`src/rtl/idex_stage_reg.sv`:
```
// ============================================================================
// idex_stage_reg
// ----------------------------------------------------------------------------
// ID/EX pipeline register for the five-stage MIPS core.
//
// Captures the decoded instruction (PC, operands, register fields, immediate,
// jump target and packed control vector) on each rising edge. Operand
// forwarding from FWD_N sources (index 0 highest priority) is applied both when
// a new instruction is captured and while the stage is held by a stall, so a
// producer that retires during a stall is still seen by the held instruction.
// The write-back destination (rt, rd or the link register) is resolved at
// capture. Inserted bubbles are counted in a saturating counter.
//
// Priority on each edge: rst > flush > stall > load.
//
// Ports
//   clk, rst            : clock, synchronous active-high reset
//   stall, flush        : hazard-unit controls (flush wins over stall)
//   id_valid            : decode slot holds a real instruction
//   id_pc               : instruction PC
//   id_ctrl             : packed control vector
//   id_busA, id_busB    : register-file read data for rs / rt
//   id_rs/rt/rd/shf     : register fields and shift amount
//   id_imm16, id_target : immediate and jump target
//   fwd_we/addr/data    : forwarding sources, slice i belongs to source i
//   ex_*                : registered copies of the id_* fields
//   ex_dst              : resolved write-back register
//   ex_link             : ex_pc + 8 (combinational)
//   bubble_cnt          : saturating count of inserted bubbles
// ============================================================================
module idex_stage_reg #(
    parameter int unsigned       XLEN       = 32,
    parameter int unsigned       CTRL_W     = 32,
    parameter int unsigned       FWD_N      = 2,
    parameter logic [CTRL_W-1:0] KILL_MASK  = {CTRL_W{1'b1}},
    parameter int unsigned       REGWR_BIT  = 0,
    parameter int unsigned       REGDST_BIT = 1,
    parameter int unsigned       JAL_BIT    = 2,
    parameter logic [4:0]        LINK_REG   = 5'd31,
    parameter int unsigned       CNT_W      = 16
) (
    input  logic                  clk,
    input  logic                  rst,
    input  logic                  stall,
    input  logic                  flush,
    input  logic                  id_valid,
    input  logic [XLEN-1:0]       id_pc,
    input  logic [CTRL_W-1:0]     id_ctrl,
    input  logic [XLEN-1:0]       id_busA,
    input  logic [XLEN-1:0]       id_busB,
    input  logic [4:0]            id_rs,
    input  logic [4:0]            id_rt,
    input  logic [4:0]            id_rd,
    input  logic [4:0]            id_shf,
    input  logic [15:0]           id_imm16,
    input  logic [25:0]           id_target,
    input  logic [FWD_N-1:0]      fwd_we,
    input  logic [5*FWD_N-1:0]    fwd_addr,
    input  logic [XLEN*FWD_N-1:0] fwd_data,
    output logic                  ex_valid,
    output logic [XLEN-1:0]       ex_pc,
    output logic [XLEN-1:0]       ex_busA,
    output logic [XLEN-1:0]       ex_busB,
    output logic [CTRL_W-1:0]     ex_ctrl,
    output logic [4:0]            ex_rs,
    output logic [4:0]            ex_rt,
    output logic [4:0]            ex_rd,
    output logic [4:0]            ex_shf,
    output logic [15:0]           ex_imm16,
    output logic [25:0]           ex_target,
    output logic [4:0]            ex_dst,
    output logic [XLEN-1:0]       ex_link,
    output logic [CNT_W-1:0]      bubble_cnt
);

    // ------------------------------------------------------------------------
    // Registers
    // ------------------------------------------------------------------------
    logic              r_valid;
    logic [XLEN-1:0]   r_pc;
    logic [XLEN-1:0]   r_busA;
    logic [XLEN-1:0]   r_busB;
    logic [CTRL_W-1:0] r_ctrl;
    logic [4:0]        r_rs;
    logic [4:0]        r_rt;
    logic [4:0]        r_rd;
    logic [4:0]        r_shf;
    logic [15:0]       r_imm16;
    logic [25:0]       r_target;
    logic [4:0]        r_dst;
    logic [CNT_W-1:0]  r_bubble_cnt;

    // ------------------------------------------------------------------------
    // Forwarding: lowest-index matching source wins; register 0 never matches.
    // ------------------------------------------------------------------------
    function automatic logic [XLEN-1:0] fwd(input logic [4:0]      r,
                                            input logic [XLEN-1:0] d);
        logic [XLEN-1:0] res;
        logic            hit;
        res = d;
        hit = 1'b0;
        for (int unsigned i = 0; i < FWD_N; i++) begin
            if (!hit && fwd_we[i] && (r != 5'd0) && (fwd_addr[5*i +: 5] == r)) begin
                res = fwd_data[XLEN*i +: XLEN];
                hit = 1'b1;
            end
        end
        return res;
    endfunction

    logic [XLEN-1:0]   w_id_fwd_a;
    logic [XLEN-1:0]   w_id_fwd_b;
    logic [XLEN-1:0]   w_ex_fwd_a;
    logic [XLEN-1:0]   w_ex_fwd_b;
    logic [CTRL_W-1:0] w_id_ctrl;
    logic [4:0]        w_id_dst;

    // Capture path uses the incoming fields; stall path refreshes the held ones.
    assign w_id_fwd_a = fwd(id_rs, id_busA);
    assign w_id_fwd_b = fwd(id_rt, id_busB);
    assign w_ex_fwd_a = fwd(r_rs, r_busA);
    assign w_ex_fwd_b = fwd(r_rt, r_busB);

    // A jump-and-link always writes the link register.
    always_comb begin
        w_id_ctrl = id_ctrl;
        if (id_ctrl[JAL_BIT]) begin
            w_id_ctrl[REGWR_BIT] = 1'b1;
        end
    end

    always_comb begin
        if (id_ctrl[JAL_BIT]) begin
            w_id_dst = LINK_REG;
        end else if (id_ctrl[REGDST_BIT]) begin
            w_id_dst = id_rd;
        end else begin
            w_id_dst = id_rt;
        end
    end

    // ------------------------------------------------------------------------
    // Stage register
    // ------------------------------------------------------------------------
    always_ff @(posedge clk) begin
        if (rst) begin
            r_valid      <= 1'b0;
            r_pc         <= '0;
            r_busA       <= '0;
            r_busB       <= '0;
            r_ctrl       <= '0;
            r_rs         <= '0;
            r_rt         <= '0;
            r_rd         <= '0;
            r_shf        <= '0;
            r_imm16      <= '0;
            r_target     <= '0;
            r_dst        <= '0;
            r_bubble_cnt <= '0;
        end else if (flush) begin
            // Bubble: only validity and the killable control bits change.
            r_valid <= 1'b0;
            r_ctrl  <= r_ctrl & ~KILL_MASK;
            if (r_bubble_cnt != '1) begin
                r_bubble_cnt <= r_bubble_cnt + CNT_W'(1);
            end
        end else if (stall) begin
            r_busA <= w_ex_fwd_a;
            r_busB <= w_ex_fwd_b;
        end else begin
            r_valid  <= id_valid;
            r_pc     <= id_pc;
            r_busA   <= w_id_fwd_a;
            r_busB   <= w_id_fwd_b;
            r_ctrl   <= w_id_ctrl;
            r_rs     <= id_rs;
            r_rt     <= id_rt;
            r_rd     <= id_rd;
            r_shf    <= id_shf;
            r_imm16  <= id_imm16;
            r_target <= id_target;
            r_dst    <= w_id_dst;
        end
    end

    // ------------------------------------------------------------------------
    // Outputs
    // ------------------------------------------------------------------------
    assign ex_valid   = r_valid;
    assign ex_pc      = r_pc;
    assign ex_busA    = r_busA;
    assign ex_busB    = r_busB;
    assign ex_ctrl    = r_ctrl;
    assign ex_rs      = r_rs;
    assign ex_rt      = r_rt;
    assign ex_rd      = r_rd;
    assign ex_shf     = r_shf;
    assign ex_imm16   = r_imm16;
    assign ex_target  = r_target;
    assign ex_dst     = r_dst;
    assign ex_link    = r_pc + XLEN'(8);
    assign bubble_cnt = r_bubble_cnt;

endmodule
```
`config.mk`:
```
export PLATFORM = sky130hd
export DESIGN_NAME = idex_stage_reg
export DESIGN_NICKNAME = d
export VERILOG_FILES = /design/src/rtl/idex_stage_reg.sv
export SDC_FILE = /design/constraint.sdc
export NUM_CORES = 1
export LEC_CHECK = 0
export CAP_MARGIN = 20
export CORE_AREA = 2 2 201 203
export CTS_CLUSTER_DIAMETER = 120
export DETAILED_ROUTE_END_ITERATION = 6
export DIE_AREA = 0 0 203 205
export SYNTH_ARGS = -nofsm -noshare
export SYNTH_HDL_FRONTEND = slang
export SYNTH_SLANG_ARGS = --single-unit
```
`constraint.sdc`:
```
create_clock -name clk -period 2.55 [get_ports clk]
set_input_delay 0.51 -clock clk [delete_from_list [all_inputs] [get_ports clk]]
set_output_delay 0.51 -clock clk [all_outputs]
set_load 0.1 [all_outputs]
```
==> impl_metrics.toml, run 1 <==
[pwr]
p_sw_frac = 0.3669
p_per_area_nw_per_um2 = 566.7
p_leak_nw = 7.421
clock_power_share = 0.342
peakVddDrop_mv = 0.4615
power_switching_w = 0.003819
p_int_w = 0.006589
pwr-share-seq = 0.347
power_frac_comb = 0.311

[floorplan]
core-area_um2 = 39370
dieArea_um2 = 41620
start_util = 0.2755
num_rows = 73
die_w_um = 203
io-pin-count = 515
die_height_um = 205

[yosys]
synth_seq_cells = 212
synth_seq_area_share = 0.3914
synthArstFlopShare = 0
ys_warn_count = 0
synth_area_per_cell_um2 = 8.532
synth-edff-count = 0
ys_types = 50
ys.flop_type = "dfxtp_1"
netlist_top_cells_count = "nand2_1, dfxtp_1, a21oi_1"
synthCells = 1271
syn-cell-area_um2 = 10840
synth_top_area_frac = 0.3914
synthesis.nets = 1544
synth_top_area_cell = "dfxtp_1"
synth.most_common_cell = "nand2_1"
synth_area_leaders = "dfxtp_1, nand2_1, mux2i_1"

[place]
placed_area_um2 = 17190
port_buffers = 514
post-place-ws_ns = -0.4702
dp_cells = 2285
place_hpwl_um = 33710
place_congestion = 0.8187

[final_layout]
fillers = 3841
nNetsFinal = 2086
drive_above_1_share = 0.2813
post-route-cell-area_um2 = 18370
syn_to_final_growth_pct = 69.37
utilization = 0.4665
stdcell_count = 2359

[sta]
skew_ns = 0.01999
max_freq_mhz = 355.6
rsz0062_at_grt = "true"
period_share = 1.103
tns_ns = -2.530
max_slew_margin = 0.3368
hold_viol_final = 0
finalMaxSlewViolations = 0
worst_pin_slew_ns = 0.9927
fin_crit_ns = 2.812
postLayoutSetupSlackWorst_ns = -0.2618
final-setup-viol-count = 15

[clocking]
cts_sinks = 212
clk_root_buffer_cell = "clkbuf_16"
cts.htree.levels = 1
numCtsBuffers = 25
cts_tree = "done"
clk_pin_slew_ns = 0.06
cts_hold_buf = 0
cts_buffer_depth = 3
clk_latency_ns = 0.56

[grt]
grt_pass1_wl_um = 69280
antenna_found_initial = 4
grt_usage = 0.2135
grt_pass1_vias = 11710
grt_max_degree = 115
overflow = 0

[job]
cap_violations = 0

[worst_setup_path]
start_kind = "flip-flop"
worstPathArrival_ns = 2.30
worstSetupPathType = "flip-flop to output pin"
max_stage_delay_ns = 0.35
crit_slowest_cell = "dfxtp_4"
regToRegEndpoint = "ex_busA[26]"
r2r_cells = 6
r2r-start = "ex_rs[0]"
worstPathRequired_ns = 2.04
rrSetupSlack_ns = 0.13
worstPathMaxFanout = 6
crit_chain = "and4_4 > nand2_4 > nor4_4 > buf_12 > and3_4 > xor2_4 > buf_12"
cp_common_cell = "buf_12"
cp-end-kind = "output pin"

[route]
dr.first_iter.drc_count = 800
vias = 11650
drcViolationCount = 0
antenna_left = 0
routedWlPerCell_um = 19.95
wl_um = 47070
drt_pass1_iterations = 5
routed_via_density = 4.938

[status]
status = "complete, but fails checks"
violations = "setup timing"

[hold_path]
holdPathStages = 2
hold_path_startpoint = "rst"
worstHoldEndpoint = "ex_rt[4]"
hold_path.class = "input port to flip-flop"
[metal layers]
layer	GRT usage	share of wire	vias to the layer above
met5	0	0	-
met2	0.3707	0.49	472
met3	0.04884	0.076	80
met4	0.07325	0.032	0
met1	0.2592	0.40	5511
li1	-	-	5585
[through the flow]
step           total power [W]  hold slack [ns]
2_1_floorplan         0.005775           0.6233
3_3_place_gp          0.006888           0.4428
3_5_place_dp          0.006909           0.4482
4_1_cts                0.01054           0.1512
5_1_grt                0.01082           0.1706
6_report               0.01041           0.1808
[final cells by class]
| type | count | area [um^2] | area share |
|---|---|---|---|
| Antenna cell | 3 | 7.507 | 0.0004087 |
| Clock buffer | 38 | 754.5 | 0.04108 |
| Clock inverter | 7 | 53.80 | 0.002929 |
| Inverter | 39 | 146.4 | 0.007971 |
| Multi-Input combinational cell | 916 | 6548 | 0.3565 |
| Sequential cell | 212 | 4340 | 0.2363 |
| Tap cell | 525 | 656.9 | 0.03577 |
| Timing Repair Buffer | 619 | 5859 | 0.3190 |
[critical path: cells and delay by family, from the launching register on]
family                    cells  cell delay (ns)
buffers and inverters         2             0.37
DFF                           1             0.35
and+or+nand+nor               4             0.85
xor gates and xnor gates      1             0.18
[registers in the layout, summed over array words and instances, names as in the netlist]
register	flops
bubble_cnt	16
ex_ctrl	32
ex_rd	5
ex_rt	5
ex_rs	5
ex_busA	32
ex_dst	5
ex_valid	1
ex_pc	32
ex_target	26
ex_busB	32
ex_imm16	16
ex_shf	5
[kinds of logic after synthesis]
kind of cell	after synthesis	synth area share
muxes	97	0.08977
xor gates and xnor gates	81	0.06542
AOI/OAI and AO/OA	305	0.2076
adders and majority gates	2	0.002307
buffers and inverters	144	0.06900
DFF	212	0.3914
and+or+nand+nor	430	0.1746
[power groups by stage]
stage                     registers, W  clock network (W)  logic [W]
after detailed placement       0.00370                  0    0.00321
after global placement         0.00370                  0    0.00319
final                          0.00362            0.00356    0.00323
after global routing           0.00363            0.00381    0.00337
after floorplan                0.00492                  0   0.000856
after CTS                      0.00362            0.00368    0.00325
[timing repair]
action,in CTS,in global routing
gates cloned,0,1
pin swaps,18,14
setup endpoints to repair,21,39
resized for setup,28,10
hold endpoints to repair,0,0
buffers inserted,19,6
[how the worst max path moves through the flow]
stage                   to         from  cells past startpoint
2_1_floorplan  ex_link[29]     ex_pc[8]                      5
3_3_place_gp   ex_busB[22]  fwd_addr[7]                      7
3_5_place_dp    ex_busB[6]  fwd_addr[7]                      7
4_1_cts        ex_link[30]    ex_pc[20]                      7
5_1_grt        ex_link[28]    ex_pc[18]                      7
6_report       ex_link[25]    ex_pc[14]                      7
[placed cells by master (no fill, tap or decap), drive strengths merged, types with 3 or more instances in the layout]
master         count
or4                4
nor2b              8
o21ai              3
and3               7
clkbuf            38
clkdlybuf4s50    268
o211ai             4
inv               41
nor3              15
or2                3
nand4             16
xnor2             62
nand2            281
nand3             13
a21o               3
a32o              62
a2111oi            6
buf              351
nor2              70
diode              3
xor2              19
clkinv             5
a21oi            162
a221o             62
mux2i             95
nor4               6
dfxtp            212
(Power assumes the default switching activity.)
==> run 2, diff against run 1 <==
--- a/config.mk
+++ b/config.mk
@@ -13,3 +13,4 @@
 export SYNTH_ARGS = -nofsm -noshare
 export SYNTH_HDL_FRONTEND = slang
 export SYNTH_SLANG_ARGS = --single-unit
+export TNS_END_PERCENT = 1
==> impl_metrics.toml, run 2 (synthesis results as in run 1) <==
[final_layout]
ff_latch_area_um2 = 4328
diodes = 0
post-route-cell-area_um2 = 18340
utilization = 0.4659
multiInputGateArea_um2 = 6416
nNetsFinal = 2076
mostFrequentLayoutCells = "buf_4, nand2_1, clkdlybuf4s50_1"
syn_to_final_growth_pct = 69.14
drive_above_1_share = 0.2710
final_common_cell = "buf_4"
fillers = 3807

[route]
routed_via_density = 4.961
dr.first_iter.drc_count = 706
routedWlPerCell_um = 19.61
antenna_left = 0
wl_um = 46040
drcViolationCount = 0
drt_pass1_iterations = 5
vias = 11650

[place]
placed_area_um2 = 17180
place_congestion = 0.8556
port_buffers = 514
place_hpwl_um = 33550

[worst_setup_path]
cp_common_cell = "buf_4"
rrSetupSlack_ns = 0.33
worstPathMaxFanout = 5
crit_buf_inv = 3
worstPathRequired_ns = 2.04
worstSetupPathType = "flip-flop to output pin"
cp-end-kind = "output pin"
crit_slowest_cell = "dfxtp_4"
max_stage_delay_ns = 0.35
r2r_cells = 7
r2r-start = "ex_rs[0]"
crit_chain = "nand4_1 > buf_4 > nor4_2 > buf_4 > nand2_2 > xnor2_4 > buf_12"
start_kind = "flip-flop"
crit_start = "ex_pc[17]"
regToRegEndpoint = "ex_busA[14]"
critical-path-top-delay-family = "buffers and inverters"
worstPathArrival_ns = 2.24

[pwr]
power_frac_comb = 0.299
pwr-share-seq = 0.334
p_per_area_nw_per_um2 = 590.1
power_w = 0.01082
p_leak_nw = 7.445
peakVddDrop_mv = 0.4399
clock_power_share = 0.367
p_sw_frac = 0.3526
p_int_w = 0.007007
power_switching_w = 0.003817

[hold_path]
holdPathStages = 2
worstHoldEndpoint = "ex_target[17]"
hold_path.class = "flip-flop to flip-flop"
hold_path_startpoint = "ex_target[17]"

[sta]
finalMaxSlewViolations = 0
fin_crit_ns = 2.749
whs_ns = 0.4524
max_slew_margin = 0.5190
final-setup-viol-count = 16
skew_ns = 0.008678
rsz0062_at_grt = "true"
worst_pin_slew_ns = 0.7033
period_share = 1.078
max_freq_mhz = 363.8
postLayoutSetupSlackWorst_ns = -0.1989
hold_viol_final = 0

[job]
cap_violations = 0

[clocking]
cts_buffer_depth = 3
cts_sinks = 212
numCtsBuffers = 26
cts.htree.levels = 1
clk_root_buffer_cell = "clkbuf_16"
cts_hold_buf = 0
clk_latency_ns = 0.54
clk_pin_slew_ns = 0.06
cts_tree = "done"

[grt]
grt_usage = 0.2106
antenna_found_initial = 1
overflow = 0
grt_pass1_wl_um = 69190
grt_max_degree = 116
grt_pass1_vias = 11700

[floorplan]
num_rows = 73
dieArea_um2 = 41620
io-pin-count = 515
die_height_um = 205
core-area_um2 = 39370
start_util = 0.2755
die_w_um = 203

[status]
violations = "setup timing"
status = "complete, but fails checks"
[run 2: changes by cell type in the layout (fill, tap and decap cells not counted), moves of 4 or more]
cell / before / now
buf_12: 42 / 49
dfxtp_1: 177 / 187
buf_4: 304 / 291
dfxtp_2: 14 / 4
clkbuf_16: 25 / 29
[run 2: what timing repair did]
action,CTS,global route
setup endpoints to repair,21,19
gates resized for setup,20,3
buffers inserted,17,0
pin swaps,15,3
[run 2: routing by layer]
metal  part of all wire  routed length [um]  track usage
met5            0.00028                  13            0
met4              0.028                1273      0.07013
met3              0.075                3437      0.04916
met2               0.50               22890       0.3668
met1               0.40               18430       0.2551
[run 2: tightest hold or removal path: cells and delay by family (launching register included)]
kind | cells | cell delay, ns
AOI/OAI and AO/OA | 1 | 0.05
and+or+nand+nor | 1 | 0.05
DFF | 1 | 0.30
[run 2: per-stage QoR]
step	setup TNS, ns	setup WS [ns]	instances
3_3_place_gp	-11.51	-0.2265	2283
3_5_place_dp	-13.81	-0.2858	2283
4_1_cts	-2.631	-0.2193	2348
5_1_grt	-3.761	-0.2711	2348
6_report	-2.116	-0.1989	2348
2_1_floorplan	-5.920	-0.3216	1271
[run 2: worst max-delay path by stage]
stage                   to  cells after the start
2_1_floorplan  ex_link[29]                      5
3_3_place_gp   ex_busA[21]                      8
3_5_place_dp    ex_busA[9]                      8
4_1_cts        ex_link[25]                      7
5_1_grt        ex_link[18]                      7
6_report       ex_link[28]                      7
[run 2: final cells by class]
| cell class | instances | area share |
|---|---|---|
| multi-input cells | 915 | 0.3498 |
| well taps | 525 | 0.03581 |
| clock inverters | 6 | 0.003070 |
| repair buffers | 609 | 0.3191 |
| clock buffers | 42 | 0.04823 |
| flip-flops and latches | 212 | 0.2360 |
| inverters | 39 | 0.007981 |
[run 2: power groups by stage]
| stage | combinational [W] | sequential (W) | clock (W) |
|---|---|---|---|
| after floorplan | 0.000853 | 0.00491 | 0 |
| after global placement | 0.00320 | 0.00368 | 0 |
| after detailed placement | 0.00321 | 0.00369 | 0 |
| after CTS | 0.00325 | 0.00361 | 0.00409 |
| after global routing | 0.00337 | 0.00363 | 0.00424 |
| final | 0.00324 | 0.00361 | 0.00398 |
